### config.mk
export PLATFORM = sky130hd
export DESIGN_NAME = alu_exec_unit_flat
export DESIGN_NICKNAME = d
export VERILOG_FILES = /design/src/rtl/alu_pkg.sv /design/src/rtl/alu_exec_unit_if.sv /design/src/rtl/alu_core.sv /design/src/rtl/alu_exec_unit.sv /design/src/flat_wrapper.sv
export SDC_FILE = /design/constraint.sdc
export NUM_CORES = 1
export LEC_CHECK = 0
export CORE_ASPECT_RATIO = 1.5
export CORE_MARGIN = 1.5
export CORE_UTILIZATION = 56
export DETAILED_ROUTE_END_ITERATION = 16
export HOLD_SLACK_MARGIN = 0.02
export MAX_ROUTING_LAYER = met4
export PLACE_DENSITY = 0.82
export SLEW_MARGIN = 20
export SYNTH_ARGS = -nofsm -noshare
export SYNTH_HDL_FRONTEND = slang
export SYNTH_SLANG_ARGS = --single-unit
### constraint.sdc
create_clock -name clk -period 5.4 [get_ports clk]
set_clock_uncertainty 0.2 [all_clocks]
set_input_delay 1.62 -clock clk [delete_from_list [all_inputs] [get_ports clk]]
set_output_delay 1.62 -clock clk [all_outputs]
set_load 0.02 [all_outputs]
### src/rtl/alu_pkg.sv
// alu_pkg: shared definitions for the ALU execute stage.
//   - opcode encodings OP_ADD .. OP_LDI (3 bits)
//   - FSM state type state_e (S_IDLE, S_READ, S_EXEC, S_WB)
//   - IMM_W: width of the LDI immediate formed from {rs1, rs2}
package alu_pkg;

  localparam int unsigned OP_W  = 3;
  localparam int unsigned IMM_W = 8;

  localparam logic [OP_W-1:0] OP_ADD = 3'b000;
  localparam logic [OP_W-1:0] OP_SUB = 3'b001;
  localparam logic [OP_W-1:0] OP_AND = 3'b010;
  localparam logic [OP_W-1:0] OP_OR  = 3'b011;
  localparam logic [OP_W-1:0] OP_XOR = 3'b100;
  localparam logic [OP_W-1:0] OP_SHL = 3'b101;
  localparam logic [OP_W-1:0] OP_SHR = 3'b110;
  localparam logic [OP_W-1:0] OP_LDI = 3'b111;

  typedef enum logic [1:0] {
    S_IDLE = 2'd0,
    S_READ = 2'd1,
    S_EXEC = 2'd2,
    S_WB   = 2'd3
  } state_e;

endpackage

### src/rtl/alu_exec_unit_if.sv
// alu_exec_unit_if: bundles the instruction handshake, register-file read/write
// ports and the status outputs of alu_exec_unit.
//   slave  : the execute unit (consumes instructions and read data, drives the rest)
//   master : the environment, i.e. the sequencer plus the register file
//            (drives instructions and combinational read data)
interface alu_exec_unit_if #(
  parameter int unsigned DATA_W = 16,
  parameter int unsigned ADDR_W = 4
);
  import alu_pkg::*;

  logic              in_valid;
  logic              in_ready;
  logic [OP_W-1:0]   in_op;
  logic [ADDR_W-1:0] in_rd;
  logic [ADDR_W-1:0] in_rs1;
  logic [ADDR_W-1:0] in_rs2;
  logic [ADDR_W-1:0] raddr1;
  logic [ADDR_W-1:0] raddr2;
  logic [DATA_W-1:0] rdata1;
  logic [DATA_W-1:0] rdata2;
  logic [ADDR_W-1:0] waddr;
  logic [DATA_W-1:0] wdata;
  logic              wen;
  logic              done;
  logic [DATA_W-1:0] result;
  logic              zero;
  logic              carry;

  modport master (
    output in_valid, in_op, in_rd, in_rs1, in_rs2, rdata1, rdata2,
    input  in_ready, raddr1, raddr2, waddr, wdata, wen, done, result, zero, carry
  );

  modport slave (
    input  in_valid, in_op, in_rd, in_rs1, in_rs2, rdata1, rdata2,
    output in_ready, raddr1, raddr2, waddr, wdata, wen, done, result, zero, carry
  );

endinterface

### src/rtl/alu_core.sv
// alu_core: purely combinational ALU datapath.
//   i_op     : opcode (alu_pkg OP_*)
//   i_a, i_b : operands A and B
//   i_imm    : {rs1, rs2} immediate for LDI
//   o_result : ALU result, modulo 2^DATA_W
//   o_carry  : ADD carry-out / SUB borrow, 0 for every other op
module alu_core
  import alu_pkg::*;
#(
  parameter int unsigned DATA_W = 16
) (
  input  logic [OP_W-1:0]   i_op,
  input  logic [DATA_W-1:0] i_a,
  input  logic [DATA_W-1:0] i_b,
  input  logic [IMM_W-1:0]  i_imm,
  output logic [DATA_W-1:0] o_result,
  output logic              o_carry
);

  logic [DATA_W:0] w_sum;
  logic [DATA_W:0] w_diff;
  logic [3:0]      w_shamt;

  // One extra bit on each side: the MSB is the carry-out of the add and,
  // for the subtract, it is set exactly when A < B (borrow).
  assign w_sum   = {1'b0, i_a} + {1'b0, i_b};
  assign w_diff  = {1'b0, i_a} - {1'b0, i_b};
  assign w_shamt = i_b[3:0];

  always_comb begin
    o_result = '0;
    o_carry  = 1'b0;
    case (i_op)
      OP_ADD: begin
        o_result = w_sum[DATA_W-1:0];
        o_carry  = w_sum[DATA_W];
      end
      OP_SUB: begin
        o_result = w_diff[DATA_W-1:0];
        o_carry  = w_diff[DATA_W];
      end
      OP_AND:  o_result = i_a & i_b;
      OP_OR:   o_result = i_a | i_b;
      OP_XOR:  o_result = i_a ^ i_b;
      OP_SHL:  o_result = i_a << w_shamt;
      OP_SHR:  o_result = i_a >> w_shamt;
      OP_LDI:  o_result = {{(DATA_W-IMM_W){1'b0}}, i_imm};
      default: o_result = '0;
    endcase
  end

endmodule

### src/rtl/alu_exec_unit.sv
// alu_exec_unit: four-phase execute stage in front of a 16-entry register file.
//   clk  : rising-edge clock
//   rst  : asynchronous active-high reset, drops any in-flight instruction
//   bus  : alu_exec_unit_if slave port
//          in_valid/in_ready/in_op/in_rd/in_rs1/in_rs2 - instruction handshake
//          raddr1/raddr2 -> rdata1/rdata2             - operand read (combinational)
//          waddr/wdata/wen                            - write-back, one cycle in WB
//          done/result/zero/carry                     - status to the sequencer
// Sequence: IDLE (accept) -> READ (capture operands) -> EXEC (register result
// and flags) -> WB (write strobe) -> IDLE, i.e. one instruction per 4 cycles.
module alu_exec_unit
  import alu_pkg::*;
#(
  parameter int unsigned DATA_W = 16,
  parameter int unsigned ADDR_W = 4
) (
  input logic           clk,
  input logic           rst,
  alu_exec_unit_if.slave bus
);

  state_e            r_state;
  state_e            w_state_nxt;
  logic              w_accept;

  logic [OP_W-1:0]   r_op;
  logic [ADDR_W-1:0] r_rd;
  logic [ADDR_W-1:0] r_rs1;
  logic [ADDR_W-1:0] r_rs2;
  logic [DATA_W-1:0] r_a;
  logic [DATA_W-1:0] r_b;
  logic [DATA_W-1:0] r_result;
  logic              r_zero;
  logic              r_carry;
  logic [ADDR_W-1:0] r_waddr;

  logic [DATA_W-1:0] w_alu_result;
  logic              w_alu_carry;

  assign w_accept = bus.in_valid && (r_state == S_IDLE);

  alu_core #(
    .DATA_W (DATA_W)
  ) u_alu_core (
    .i_op     (r_op),
    .i_a      (r_a),
    .i_b      (r_b),
    .i_imm    ({r_rs1, r_rs2}),
    .o_result (w_alu_result),
    .o_carry  (w_alu_carry)
  );

  // FSM state register
  always_ff @(posedge clk or posedge rst) begin
    if (rst) begin
      r_state <= S_IDLE;
    end else begin
      r_state <= w_state_nxt;
    end
  end

  always_comb begin
    w_state_nxt = r_state;
    unique case (r_state)
      S_IDLE:  if (w_accept) w_state_nxt = S_READ;
      S_READ:  w_state_nxt = S_EXEC;
      S_EXEC:  w_state_nxt = S_WB;
      S_WB:    w_state_nxt = S_IDLE;
      default: w_state_nxt = S_IDLE;
    endcase
  end

  // Instruction fields are only captured on accept, so the source addresses
  // stay on raddr1/raddr2 through READ and hold until the next accept.
  always_ff @(posedge clk or posedge rst) begin
    if (rst) begin
      r_op  <= OP_ADD;
      r_rd  <= '0;
      r_rs1 <= '0;
      r_rs2 <= '0;
    end else if (w_accept) begin
      r_op  <= bus.in_op;
      r_rd  <= bus.in_rd;
      r_rs1 <= bus.in_rs1;
      r_rs2 <= bus.in_rs2;
    end
  end

  // Operand capture at the end of READ
  always_ff @(posedge clk or posedge rst) begin
    if (rst) begin
      r_a <= '0;
      r_b <= '0;
    end else if (r_state == S_READ) begin
      r_a <= bus.rdata1;
      r_b <= bus.rdata2;
    end
  end

  // Result, flags and write address register at the end of EXEC and hold
  // afterwards; wdata is simply the held result.
  always_ff @(posedge clk or posedge rst) begin
    if (rst) begin
      r_result <= '0;
      r_zero   <= 1'b0;
      r_carry  <= 1'b0;
      r_waddr  <= '0;
    end else if (r_state == S_EXEC) begin
      r_result <= w_alu_result;
      r_zero   <= (w_alu_result == '0);
      r_carry  <= w_alu_carry;
      r_waddr  <= r_rd;
    end
  end

  // Strobes decode straight from the state so reset removes them at once.
  always_comb begin
    bus.in_ready = (r_state == S_IDLE);
    bus.wen      = (r_state == S_WB);
    bus.done     = (r_state == S_WB);
    bus.raddr1   = r_rs1;
    bus.raddr2   = r_rs2;
    bus.waddr    = r_waddr;
    bus.wdata    = r_result;
    bus.result   = r_result;
    bus.zero     = r_zero;
    bus.carry    = r_carry;
  end

endmodule
### src/flat_wrapper.sv
// flat-port wrapper written by rule: the top's interface ports become plain ports
module alu_exec_unit_flat import alu_pkg::*;
#(
  parameter int unsigned DATA_W = 16,
  parameter int unsigned ADDR_W = 4
)
  (clk, rst, bus_in_valid, bus_in_op, bus_in_rd, bus_in_rs1, bus_in_rs2, bus_rdata1, bus_rdata2, bus_in_ready, bus_raddr1, bus_raddr2, bus_waddr, bus_wdata, bus_wen, bus_done, bus_result, bus_zero, bus_carry);
  alu_exec_unit_if #(.DATA_W(DATA_W), .ADDR_W(ADDR_W)) bus_i ();
  input logic clk;
  input logic rst;
  input wire logic [$bits(bus_i.in_valid)-1:0] bus_in_valid;
  input wire logic [$bits(bus_i.in_op)-1:0] bus_in_op;
  input wire logic [$bits(bus_i.in_rd)-1:0] bus_in_rd;
  input wire logic [$bits(bus_i.in_rs1)-1:0] bus_in_rs1;
  input wire logic [$bits(bus_i.in_rs2)-1:0] bus_in_rs2;
  input wire logic [$bits(bus_i.rdata1)-1:0] bus_rdata1;
  input wire logic [$bits(bus_i.rdata2)-1:0] bus_rdata2;
  output wire logic [$bits(bus_i.in_ready)-1:0] bus_in_ready;
  output wire logic [$bits(bus_i.raddr1)-1:0] bus_raddr1;
  output wire logic [$bits(bus_i.raddr2)-1:0] bus_raddr2;
  output wire logic [$bits(bus_i.waddr)-1:0] bus_waddr;
  output wire logic [$bits(bus_i.wdata)-1:0] bus_wdata;
  output wire logic [$bits(bus_i.wen)-1:0] bus_wen;
  output wire logic [$bits(bus_i.done)-1:0] bus_done;
  output wire logic [$bits(bus_i.result)-1:0] bus_result;
  output wire logic [$bits(bus_i.zero)-1:0] bus_zero;
  output wire logic [$bits(bus_i.carry)-1:0] bus_carry;
  assign bus_i.in_valid = bus_in_valid;
  assign bus_i.in_op = bus_in_op;
  assign bus_i.in_rd = bus_in_rd;
  assign bus_i.in_rs1 = bus_in_rs1;
  assign bus_i.in_rs2 = bus_in_rs2;
  assign bus_i.rdata1 = bus_rdata1;
  assign bus_i.rdata2 = bus_rdata2;
  assign bus_in_ready = bus_i.in_ready;
  assign bus_raddr1 = bus_i.raddr1;
  assign bus_raddr2 = bus_i.raddr2;
  assign bus_waddr = bus_i.waddr;
  assign bus_wdata = bus_i.wdata;
  assign bus_wen = bus_i.wen;
  assign bus_done = bus_i.done;
  assign bus_result = bus_i.result;
  assign bus_zero = bus_i.zero;
  assign bus_carry = bus_i.carry;
  alu_exec_unit #(.DATA_W(DATA_W), .ADDR_W(ADDR_W)) u_core (.clk(clk), .rst(rst), .bus(bus_i));
endmodule
==> flow_metrics.env <==
export IMPL_crit_required_ns=5.49
export IMPL_worst_hold_path_type="reg -> reg"
export IMPL_cts_setup_buffers=0
export IMPL_cts_inserted_buffers=9
export IMPL_multi_input_area_mm2=0.00453
export IMPL_period_share=0.746
export IMPL_path_delay_family="compound AO/OA/AOI/OAI gates"
export IMPL_grt_pass1_vias=6750
export IMPL_area_delta_synth_final_pct=17.8
export IMPL_status="finished clean"
export IMPL_avgSynthCellArea_um2=8.49
export IMPL_finalHoldViolations=0
export IMPL_routed_wl_um=24100
export IMPL_drv_cap=0
export IMPL_ys_ff_latch=71
export IMPL_r2r_setup_slack_ns=1.37
export IMPL_crit_path_max_incr_delay_ns=0.80
export IMPL_cts_hold_buf=0
export IMPL_drc=0
export IMPL_start_util=0.574
export IMPL_htreeDepth=3
export IMPL_clockBufferDepth=2
export IMPL_synthesis_nets=917
export IMPL_n_antenna_cell=0
export IMPL_slew_violations=0
export IMPL_yosysTopAreaCell="dfrtp_1"
export IMPL_seq_area_mm2=0.00178
export IMPL_overflow=0
export IMPL_tns_ns=0
export IMPL_post_route_min_period_ns=4.03
export IMPL_worst_slew_pin_slew_ns=0.734
export IMPL_yosys_warnings=0
export IMPL_port_buffer_count=98
export IMPL_crit_arrival_ns=4.12
export IMPL_relSlewSlack=0.510
export IMPL_crit_type="reg -> reg"
export IMPL_ys_flop_type="dfrtp_1"
export IMPL_max_freq_ghz=0.248
export IMPL_antenna_left=0
export IMPL_crit_chain="inv_1 -> ha_1 -> a211oi_2 -> o21ai_1 -> o311ai_0 -> o221ai_1 -> a211oi_1 -> nand4_1 -> nor4_2 -> a32o_1"
export IMPL_grt_first_pass_wirelength_um=37300
export IMPL_cp_slowest_cell="dfrtp_1"
export IMPL_cts_tree="yes"
export IMPL_clkTransAtPathRegs_ns=0.07
export IMPL_path_max_fanout=22
export IMPL_place_gp_congestion=1.01
export IMPL_synthCells=812
export IMPL_synth_edf_count=0
export IMPL_yosysSeqAreaShare=0.258
export IMPL_synth_top_area_share=0.258
export IMPL_die_h_um=139
export IMPL_hpwl_um=18400
export IMPL_grt_max_degree=65
export IMPL_vias=6789
export IMPL_initialDrtViolationCount=666
export IMPL_cts_sinks=71
export IMPL_dieArea_mm2=0.0130
export IMPL_fillers=1018
export IMPL_crit_path_start_kind="flip-flop"
export IMPL_grt_usage=0.386
export IMPL_core_area_mm2=0.0120
export IMPL_ys_types=74
export IMPL_nets=963
export IMPL_ys_async_sr_fraction=1.00
export IMPL_cts_root_buffer="clkbuf_16"
export IMPL_netlist_top_cells_area="dfrtp_1, ha_1, mux4_2"
export IMPL_most_common_layout_cells="clkdlybuf4s50_1, nor2_1, dfrtp_1, nand2_1, o21ai_0"
export IMPL_antenna_found_initial=0
export IMPL_avgRoutedWirePerCell_um=23.7
export IMPL_via_per_inst=6.68
export IMPL_syn_area_mm2=0.00689
export IMPL_post_cts_resize_count=0
export IMPL_drt_pass1_iterations=8
export IMPL_chipWidth_um=93.6
export IMPL_ios=99
export IMPL_num_rows=49
export IMPL_setup_violations=0
export IMPL_rsz0062_at_grt="no"
export IMPL_layout_drive_gt1_share=0.110
export IMPL_clk_latency_ns=0.34
export IMPL_crit_buf_inv=1
export IMPL_final_common_cell="clkdlybuf4s50_1"
export IMPL_crit_path_end_kind="flip-flop"
## per-stage QoR
step	utilization	setup WS (ns)	area [um^2]	instances	hold slack [ns]
2_1_floorplan	-	1.62	6890	812	0.274
5_1_grt	0.675	1.07	8120	1016	0.329
3_5_place_dp	0.645	1.51	7750	1000	0.294
4_1_cts	0.675	1.48	8110	1016	0.308
6_report	0.675	1.37	8120	1016	0.314
3_3_place_gp	0.645	1.62	7750	1000	0.284
## cell families (layout without fill, tap and decap cells)
family / after synthesis / in the layout / share of synthesized area
flops: 71 / 71 / 0.258
simple gates: 252 / 252 / 0.178
compound gates: 232 / 232 / 0.219
xor+xnor: 7 / 7 / 0.00889
fa+ha+maj: 55 / 55 / 0.102
buf+inv: 125 / 176 / 0.0875
mux: 70 / 70 / 0.147
## final cells by class
type,count,area share
tap,153,0.0236
clock inverter,6,0.0143
inverter,48,0.0222
sequential,71,0.219
multi-input combinational,616,0.558
timing repair buffer,112,0.134
clock buffer,10,0.0294
## sequential cells by signal, indices dropped and copies added, names as in the netlist
| name | count |
|---|---|
| u_core.bus.raddr1 | 4 |
| u_core.bus.waddr | 4 |
| u_core.bus.zero | 1 |
| u_core.bus.result | 16 |
| u_core.r_op | 3 |
| u_core.r_rd | 4 |
| u_core.r_state | 2 |
| u_core.r_b | 16 |
| u_core.bus.raddr2 | 4 |
| u_core.r_a | 16 |
| u_core.bus.carry | 1 |
## metal layers
metal	GRT usage	up-vias	wire [um]
li1	-	3034	-
met1	0.483	3323	9510
met2	0.610	357	11900
met3	0.0543	75	1580
met4	0.185	0	1120
met5	-	-	0
## cells in the mapped netlist, types with 5 or more instances
master / count
a211oi_1: 7
a21oi_1: 47
a22oi_1: 12
a31oi_1: 15
and3_1: 5
buf_2: 17
buf_4: 21
clkbuf_1: 33
dfrtp_1: 71
ha_1: 53
inv_1: 47
mux2_2: 28
mux2i_1: 19
mux4_2: 22
nand2_1: 68
nand2b_1: 12
nand3_1: 21
nor2_1: 74
nor2b_1: 12
nor3_1: 21
nor4_1: 5
o211ai_1: 16
o21ai_0: 60
o22ai_1: 11
o31ai_1: 7
or3_1: 6
## worst paths after layout
kind,cells after the start,start,endpoint
max in group asynchronous,3,rst,u_core.r_b[10]
worst min-delay path,1,u_core.r_rd[1],u_core.r_rd[1]
worst max-delay path,10,u_core.r_b[2],u_core.bus.zero
worst max register to register,10,u_core.r_b[2],u_core.bus.zero
worst min register to register,1,u_core.r_rd[1],u_core.r_rd[1]
min in group asynchronous,2,rst,u_core.bus.raddr2[0]
Power is not shown: default switching activity piles up to over one toggle a cycle in this logic, so the estimate is an artifact.
